[src/rtl/icache_ctrl_if.sv]
// rtl/icache_ctrl_if.sv - shared cache types and the IFU/refill bus of icache_ctrl
package mmm_pkg;
  localparam int XLEN          = 32;
  localparam int ICACHE_LINE_W = 128;
  localparam int ICACHE_OFFSET = 4;
  localparam int ICACHE_SETS   = 16;

  typedef struct packed {
    logic [ICACHE_LINE_W-1:0] line;
    logic [XLEN-1:0]          pc;
  } icache_out_t;
endpackage

interface icache_ctrl_if;
  import mmm_pkg::*;

  logic                     flush_i;
  logic                     invalidate_i;
  logic [XLEN-1:0]          addr_i;
  logic                     read_req_i;
  logic                     read_done_o;
  icache_out_t              cache_out_o;
  logic                     mem_req_valid_o;
  logic                     mem_req_ready_i;
  logic [XLEN-1:0]          mem_addr_o;
  logic                     mem_resp_valid_i;
  logic [ICACHE_LINE_W-1:0] mem_resp_data_i;

  modport slave (
    input  flush_i, invalidate_i, addr_i, read_req_i,
    input  mem_req_ready_i, mem_resp_valid_i, mem_resp_data_i,
    output read_done_o, cache_out_o, mem_req_valid_o, mem_addr_o
  );

  modport master (
    output flush_i, invalidate_i, addr_i, read_req_i,
    output mem_req_ready_i, mem_resp_valid_i, mem_resp_data_i,
    input  read_done_o, cache_out_o, mem_req_valid_o, mem_addr_o
  );
endinterface

[src/rtl/icache_ctrl.sv]
// rtl/icache_ctrl.sv - direct-mapped instruction cache controller with single-line refill
module icache_ctrl
  import mmm_pkg::*;
(
  input  logic         clk_i,
  input  logic         rst_n_i,
  icache_ctrl_if.slave bus
);
  localparam int IDX_W = $clog2(ICACHE_SETS);
  localparam int TAG_W = XLEN - ICACHE_OFFSET - IDX_W;

  typedef enum logic [1:0] {IDLE, MEM_REQ, MEM_WAIT} state_t;
  state_t state_q, state_d;

  logic [ICACHE_SETS-1:0]   valid_q;
  logic [TAG_W-1:0]         tag_q  [ICACHE_SETS];
  logic [ICACHE_LINE_W-1:0] line_q [ICACHE_SETS];

  logic            done_q, done_d;
  icache_out_t     out_q, out_d;
  logic            mem_req_valid_q;
  logic [XLEN-1:0] mem_addr_q;
  logic            abort_q, abort_d;
  logic            inv_q, inv_d;
  logic            miss_start, fill_en, fill_valid;

  logic [IDX_W-1:0] req_idx, fill_idx;
  logic [TAG_W-1:0] req_tag, fill_tag;
  logic [XLEN-1:0]  req_pc;
  logic             hit, sample_req;
  logic             unused_offset;

  assign req_idx       = bus.addr_i[ICACHE_OFFSET+IDX_W-1:ICACHE_OFFSET];
  assign req_tag       = bus.addr_i[XLEN-1:ICACHE_OFFSET+IDX_W];
  assign req_pc        = {bus.addr_i[XLEN-1:ICACHE_OFFSET], {ICACHE_OFFSET{1'b0}}};
  assign unused_offset = ^bus.addr_i[ICACHE_OFFSET-1:0];
  assign fill_idx      = mem_addr_q[ICACHE_OFFSET+IDX_W-1:ICACHE_OFFSET];
  assign fill_tag      = mem_addr_q[XLEN-1:ICACHE_OFFSET+IDX_W];

  assign hit        = valid_q[req_idx] && (tag_q[req_idx] == req_tag);
  assign sample_req = (state_q == IDLE) && bus.read_req_i && !bus.flush_i;

  always_ff @(posedge clk_i or negedge rst_n_i) begin
    if (!rst_n_i) state_q <= IDLE;
    else          state_q <= state_d;
  end

  always_comb begin
    state_d = state_q;
    unique case (state_q)
      IDLE:     if (sample_req && !hit)   state_d = MEM_REQ;
      MEM_REQ:  if (bus.mem_req_ready_i)  state_d = MEM_WAIT;
      MEM_WAIT: if (bus.mem_resp_valid_i) state_d = IDLE;
      default:                            state_d = IDLE;
    endcase
  end

  // Flush/invalidate during a refill are remembered so the fill still lands but is muted.
  always_comb begin
    done_d     = 1'b0;
    out_d      = out_q;
    miss_start = 1'b0;
    fill_en    = 1'b0;
    fill_valid = 1'b0;
    abort_d    = abort_q;
    inv_d      = inv_q;
    case (state_q)
      IDLE: begin
        if (sample_req) begin
          if (hit) begin
            done_d    = 1'b1;
            out_d.line = line_q[req_idx];
            out_d.pc   = req_pc;
          end else begin
            miss_start = 1'b1;
            abort_d    = 1'b0;
            inv_d      = 1'b0;
          end
        end
      end
      MEM_REQ, MEM_WAIT: begin
        abort_d = abort_q | bus.flush_i;
        inv_d   = inv_q | bus.invalidate_i;
        if ((state_q == MEM_WAIT) && bus.mem_resp_valid_i) begin
          fill_en    = 1'b1;
          fill_valid = !inv_d;
          done_d     = !abort_d;
          if (!abort_d) begin
            out_d.line = bus.mem_resp_data_i;
            out_d.pc   = mem_addr_q;
          end
        end
      end
      default: ;
    endcase
  end

  always_ff @(posedge clk_i or negedge rst_n_i) begin
    if (!rst_n_i) begin
      done_q          <= 1'b0;
      out_q           <= '0;
      mem_req_valid_q <= 1'b0;
      mem_addr_q      <= '0;
      abort_q         <= 1'b0;
      inv_q           <= 1'b0;
      valid_q         <= '0;
    end else begin
      done_q          <= done_d;
      out_q           <= out_d;
      mem_req_valid_q <= (state_d == MEM_REQ);
      abort_q         <= abort_d;
      inv_q           <= inv_d;
      if (miss_start) mem_addr_q <= req_pc;
      // A refill landing in the invalidate cycle overrides the bulk clear for its own set.
      if (bus.invalidate_i) valid_q <= '0;
      if (fill_en) valid_q[fill_idx] <= fill_valid;
    end
  end

  always_ff @(posedge clk_i) begin
    if (fill_en) begin
      tag_q[fill_idx]  <= fill_tag;
      line_q[fill_idx] <= bus.mem_resp_data_i;
    end
  end

  assign bus.read_done_o     = done_q;
  assign bus.cache_out_o     = out_q;
  assign bus.mem_req_valid_o = mem_req_valid_q;
  assign bus.mem_addr_o      = mem_addr_q;
endmodule

[src/flat_wrapper.sv]
// flat-port wrapper written by rule: the top's interface ports become plain ports
module icache_ctrl_flat import mmm_pkg::*;
  (clk_i, rst_n_i, bus_flush_i, bus_invalidate_i, bus_addr_i, bus_read_req_i, bus_mem_req_ready_i, bus_mem_resp_valid_i, bus_mem_resp_data_i, bus_read_done_o, bus_cache_out_o, bus_mem_req_valid_o, bus_mem_addr_o);
  icache_ctrl_if bus_i ();
  input  logic clk_i;
  input  logic rst_n_i;
  input wire logic [$bits(bus_i.flush_i)-1:0] bus_flush_i;
  input wire logic [$bits(bus_i.invalidate_i)-1:0] bus_invalidate_i;
  input wire logic [$bits(bus_i.addr_i)-1:0] bus_addr_i;
  input wire logic [$bits(bus_i.read_req_i)-1:0] bus_read_req_i;
  input wire logic [$bits(bus_i.mem_req_ready_i)-1:0] bus_mem_req_ready_i;
  input wire logic [$bits(bus_i.mem_resp_valid_i)-1:0] bus_mem_resp_valid_i;
  input wire logic [$bits(bus_i.mem_resp_data_i)-1:0] bus_mem_resp_data_i;
  output wire logic [$bits(bus_i.read_done_o)-1:0] bus_read_done_o;
  output wire logic [$bits(bus_i.cache_out_o)-1:0] bus_cache_out_o;
  output wire logic [$bits(bus_i.mem_req_valid_o)-1:0] bus_mem_req_valid_o;
  output wire logic [$bits(bus_i.mem_addr_o)-1:0] bus_mem_addr_o;
  assign bus_i.flush_i = bus_flush_i;
  assign bus_i.invalidate_i = bus_invalidate_i;
  assign bus_i.addr_i = bus_addr_i;
  assign bus_i.read_req_i = bus_read_req_i;
  assign bus_i.mem_req_ready_i = bus_mem_req_ready_i;
  assign bus_i.mem_resp_valid_i = bus_mem_resp_valid_i;
  assign bus_i.mem_resp_data_i = bus_mem_resp_data_i;
  assign bus_read_done_o = bus_i.read_done_o;
  assign bus_cache_out_o = bus_i.cache_out_o;
  assign bus_mem_req_valid_o = bus_i.mem_req_valid_o;
  assign bus_mem_addr_o = bus_i.mem_addr_o;
  icache_ctrl u_core (.clk_i(clk_i), .rst_n_i(rst_n_i), .bus(bus_i));
endmodule
[config.mk]
export PLATFORM = sky130hd
export DESIGN_NAME = icache_ctrl_flat
export DESIGN_NICKNAME = d
export VERILOG_FILES = /design/src/rtl/icache_ctrl_if.sv /design/src/rtl/icache_ctrl.sv /design/src/flat_wrapper.sv
export SDC_FILE = /design/constraint.sdc
export NUM_CORES = 2
export LEC_CHECK = 0
export ABC_CLOCK_PERIOD_IN_PS = 15200
export CAP_MARGIN = 20
export CORE_MARGIN = 8
export CORE_UTILIZATION = 30
export CTS_CLUSTER_SIZE = 12
export DETAILED_ROUTE_END_ITERATION = 8
export SLEW_MARGIN = 20
export SYNTH_ARGS = -nofsm -noshare
export SYNTH_HDL_FRONTEND = slang
export SYNTH_SLANG_ARGS = --single-unit
[constraint.sdc]
create_clock -name clk_i -period 15.2 [get_ports clk_i]
set_input_delay 3.8 -clock clk_i [delete_from_list [all_inputs] [get_ports clk_i]]
set_output_delay 3.8 -clock clk_i [all_outputs]
set_load 0.1 [all_outputs]
Yosys cells after proc, flatten, opt, wreduce, memory -nomap -nowiden --
Memories as Yosys holds them, arrays and structs flattened. Index checks and enable logic that the tools add are counted.
Word-level totals: memory bits (writable) 2432, output and inout port bits 194, memories 2, register bits 210, bits of input ports 167, word-level logic and storage cells 73
Cells by class: reductions and logical operators 15, bitwise gates (word level) 2, equality and inequality tests 9, muxes and demuxes 33, $lt $le $gt $ge 3
Memories:
- u_core.line_q | words 16, bits a word 128, rd ports 1, clocked after Yosys merged registers in 0, wr ports 1, line icache_ctrl.sv:17 | logic [ICACHE_LINE_W-1:0] line_q [ICACHE_SETS];
- u_core.tag_q | words 16, bits a word 24, rd ports 1, clocked after Yosys merged registers in 0, wr ports 1, line icache_ctrl.sv:16 | logic [TAG_W-1:0] tag_q [ICACHE_SETS];
Operators with widths (number):
- 160-bit 2-to-1 mux | 4
- 160-bit one-hot mux with 2 select lines | 1
- 16-bit 2-to-1 mux | 2
- 24-bit equality test | 1
- 16-bit bitwise mux | 1
- 1-bit 2-to-1 mux | 16
- 4-bit by 5-bit less-than comparator with 1-bit output (second input constant) | 2
- 1-bit logical AND | 6
- 2-bit 2-to-1 mux | 3
- 2-bit by 1-bit inequality test with 1-bit output (second input constant) | 3
- 1-bit one-hot mux with 2 select lines | 3
- 2-bit one-hot mux with 3 select lines | 1
- 5-bit AND reduction | 1
- 1-bit binary-select mux with 4-bit select | 1
- 1-bit demux with 4-bit select | 1
- 2-bit by 1-bit equality test with 1-bit output (second input constant) | 2
- 4-bit by 1-bit greater-or-equal comparator with 1-bit output (second input constant) | 1
- 1-bit zero test | 4
- 2-bit inequality test (second input constant) | 2
- 3-bit AND reduction | 1
- 2-bit equality test (second input constant) | 1
- 2-bit zero test | 1
- 1-bit OR | 2
- 2-bit nonzero test | 1
- 2-bit OR reduction | 1

Logic depth before layout (Yosys ltp) --
depth after elaboration 8, gate-level depth with buffers 14, depth with buffers taken out 9

Worst setup path after synthesis --
Ideal clock, no wire load.
path type input to register, from in bus_mem_resp_valid_i, to reg u_core.valid_q[0], slack -404 ps, arrival 15054 ps, stages on the path 4, library setup time 550 ps, buffers on the path 0, data required time 14650 ps, cells stage by stage nand2_1 or3_1 nor3_1 mux2i_1
Between the ends: longest elaborated chain between the ends 5, elaborated cells between the ends (all ways) 7, those cells by class mux (6); reduce/logical (1)
RTL lines:
- start: declaration | line flat_wrapper.sv:12 | input wire logic [$bits(bus_i.mem_resp_valid_i)-1:0] bus_mem_resp_valid_i;
- 1-bit logical AND (*) | line icache_ctrl.sv:84 | if ((state_q == MEM_WAIT) && bus.mem_resp_valid_i) begin
- 1-bit 2-to-1 mux | line icache_ctrl.sv:84
- 1-bit 2-to-1 mux | line icache_ctrl.sv:67 | case (state_q)
- 16-bit bitwise mux | line icache_ctrl.sv:116 | if (fill_en) valid_q[fill_idx] <= fill_valid;
- 16-bit 2-to-1 mux (*) | line icache_ctrl.sv:116
- end signal: indexed assignment | line icache_ctrl.sv:116
- end: declaration | line icache_ctrl.sv:15 | logic [ICACHE_SETS-1:0] valid_q;
Mark *: on every way between the ends. The rest lies on a longest branch, timed or not. A chain may end at the register's enable or synchronous reset.

Final worst setup path --
from in bus_addr_i[6], to reg u_core.out_q (netlist bit u_core.bus.cache_out_o[116])
Between the ends: longest elaborated chain between the ends 5, elaborated cells between the ends (all ways) 11, those cells by class eq/ne (2); mux (5); reduce/logical (2); memory (2)
RTL lines:
- start: declaration | line flat_wrapper.sv:9 | input wire logic [$bits(bus_i.addr_i)-1:0] bus_addr_i;
- memory read 16 x 24 bit or 1-bit binary-select mux with 4-bit select (tied branches)
- 24-bit equality test or 1-bit 2-to-1 mux (tied branches) | line icache_ctrl.sv:40 | assign hit = valid_q[req_idx] && (tag_q[req_idx] == req_tag);
- 1-bit logical AND | line icache_ctrl.sv:40
- 2-bit by 1-bit inequality test with 1-bit output (no line)
- 5-bit AND reduction (no line)
- end signal: assignment | line icache_ctrl.sv:109 | out_q <= out_d;
- end: declaration | line icache_ctrl.sv:20 | icache_out_t out_q, out_d;
Several ways; a longest one is shown, not always the timed one. The select of a mux whose other input is x is not followed.

==> results.cfg <==
[worst_setup_path]
critPathCaptureType = flip-flop
crit_type = in -> reg
start_kind = input port
worst_ep_arrival_time_ns = 9.88
r2r_slack_ns = 10.62
cp_max_fo = 52
crit_required_ns = 15.95

[yosys]
yosysTopAreaCell = edfxtp_1
syn_area_per_cell_um2 = 24.2
synth_seq_cells = 2638
netlist_area_mm2 = 0.102
ys_top_cells_by_count = edfxtp_1 (2432), mux4_2 (740), dfrtp_1 (206)
yosys-top-cells-area = edfxtp_1 (72%), mux4_2 (16%), dfrtp_1 (5.1%)
synth-main-ff-cell = edfxtp_1
synth_top_area_share_pct = 71.8
synth.most_common_cell = edfxtp_1
synth_edf_count = 2432
async_flop_share_pct = 7.81
syn_inst = 4211
yosys_warnings = 0
synth.distinct_cells = 65
yosysSeqAreaShare_pct = 76.9

[sta]
fmax_mhz = 110
setup-violations-final = 0
period_needed_ns = 9.12
grt_setup_unrepaired = false
tightest_slew_ns = 1.20
setup_slack_ns = 6.08
finalCritPeriodShare_pct = 60.0
finalHoldViolations = 0
whs_ns = 0.479
fin_skew_ns = 0.0506
max_slew_margin_pct = 20.2
slew_viol_final = 0
tns_ns = 0

[global_routing]
grt_max_degree = 145
top_usage_layer = met2
grt_overflow_total = 0
use_met2_pct = 22.7
grt_pass1_wl_um = 366000
grt_pass1_vias = 48900
met1_usage_pct = 19.5
antenna_found_initial = 63
use_met3_pct = 2.88
track_usage_pct = 14.0

[floorplan]
coreArea_mm2 = 0.339
dieWidth_um = 598
ios = 361
start_util_pct = 30.0
num_rows = 214
fp.dieArea_mm2 = 0.358
die_h_um = 598

[place]
place_inst = 8966
hpwl_um = 131000
pre_cts_ws_ns = 5.17
dpl-instance-area_mm2 = 0.111
port_buffers = 348
gp_congestion = 0.720

[clock_network]
clk_path_buf_depth = 4
cts_setup_buffers = 0
cts_buffers = 294
clk_pin_slew_ns = 0.06
htreeDepth = 5
cts.sinks = 2638
cts.repair.resized = 0
postCtsHoldBufs = 0
insertion_delay_ns = 0.90
cts_tree = done
clockRootBuffer = clkbuf_16

[final_layout]
postLayoutCellArea_mm2 = 0.120
ff_latch_area_mm2 = 0.0782
final_core_util_pct = 35.5
stdcell_count = 9520
fin_nets = 4899
nFillCells = 30800
drive_gt1_share_pct = 29.8
multi_input_area_mm2 = 0.0226
area_growth_pct = 18.3

[detailed_routing]
firstDrtPassIters = 6
first_iter_violations = 4364
routedWlPerCell_um = 27.1
route.detailed.drc = 0
ant_nets = 0
viasPerCell = 4.92
num_vias = 46800
totalWireLength_um = 258000

[power_and_ir_drop]
p_seq_share_pct = 43.7
sw_frac_of_total_pct = 32.0
p_leak_nw = 37.7
total_power_mw = 20.3
vdd_drop_max_uv = 161
p_sw_mw = 6.50
p_per_area_mw_per_mm2 = 169
p_int_mw = 13.8
p_clk_share_pct = 33.8
pwr-share-comb_pct = 22.5

[min_path]
hp-class = reg -> reg

[job]
maxCapViolCount = 0

[status]
outcome = finished clean
final timing paths:
| kind | end | cells past startpoint | startpoint |
|---|---|---|---|
| worst max register to register | u_core.bus.cache_out_o[116] | 9 | u_core.tag_q[11][12] |
| worst max-delay path | u_core.bus.cache_out_o[116] | 12 | bus_addr_i[6] |
| min in group asynchronous | u_core.bus.cache_out_o[84] | 1 | rst_n_i |
| worst min register to register | u_core.bus.cache_out_o[89] | 1 | u_core.bus.cache_out_o[89] |
| worst min-delay path | u_core.bus.cache_out_o[89] | 1 | u_core.bus.cache_out_o[89] |
| max in group asynchronous | u_core.bus.cache_out_o[119] | 2 | rst_n_i |
metal layers:
metal  up-vias  routed length, um
met5         -                176
met4        28               5710
met3       402              16700
met2      1560             123000
met1     25700             113000
li1      19100                  -
final cells by class:
cell class	count	area share (%)
sequential	2638	65.0
clock inverter	105	0.885
clock buffer	426	6.90
tap	4536	4.72
timing repair buffer	442	3.67
inverter	12	0.0447
antenna	21	0.0437
multi-input combinational	1340	18.8
power groups by stage:
| stage | logic, mW | clock network (mW) | registers [mW] |
|---|---|---|---|
| 2_1_floorplan | 1.45 | 0 | 10.7 |
| 3_3_place_gp | 4.61 | 0 | 9.01 |
| 3_5_place_dp | 4.64 | 0 | 9.04 |
| 4_1_cts | 4.65 | 7.05 | 8.89 |
| 5_1_grt | 4.77 | 7.32 | 8.94 |
| 6_report | 4.56 | 6.86 | 8.88 |
state kept, by name, indices dropped and copies added (netlist names):
signal,cells
u_core.bus.mem_addr_o,28
u_core.bus.cache_out_o,156
u_core.line_q,2048
u_core.bus.read_done_o,1
u_core.inv_q,1
u_core.abort_q,1
u_core.state_q,2
u_core.bus.mem_req_valid_o,1
u_core.valid_q,16
u_core.tag_q,384
worst max-delay path, stage by stage:
cell and delay (ns):
buf_8 0.47, buf_4 0.83, buf_4 0.72, mux4_2 0.41, mux2i_1 0.23, xnor2_1 0.11
mux2i_1 0.39, nand4_1 0.28, nor4b_2 0.49, a32o_4 0.73, buf_4 0.72, mux2_1 0.40
kinds of logic after synthesis:
family,Yosys count,synth area share (%)
buffers and inverters,240,1.13
and+or+nand+nor,103,0.565
xor gates and xnor gates,28,0.241
adders and majority gates,4,0.0492
DFF,2638,76.9
muxes,1139,20.7
AOI/OAI and AO/OA,58,0.433
other,1,0.00369
placed cells by master (no fill, tap or decap), types with 4 or more instances in the layout:
master,instances
buf_8,4
nor3_1,6
clkinv_16,4
bufinv_16,8
mux4_2,740
inv_6,8
clkbuf_16,300
nand2_1,23
a21oi_1,8
xnor2_1,13
clkbuf_8,32
clkinv_4,5
nand2b_1,19
clkinv_1,26
o21ai_0,12
dfrtp_1,206
inv_16,7
nor2b_1,6
and2_1,4
nor3_4,4
clkbuf_1,94
conb_1,8
buf_2,4
xor2_1,15
nor2_4,12
clkdlybuf4s50_1,338
nor2_1,6
clkinv_8,9
a22o_1,4
mux2_1,142
diode_2,21
mux2_2,193
clkinvlp_4,4
buf_12,17
edfxtp_1,2432
mux2i_1,64
inv_1,9
buf_4,78
clkinv_2,34
nand4_1,7
(Power assumes the default switching activity.)
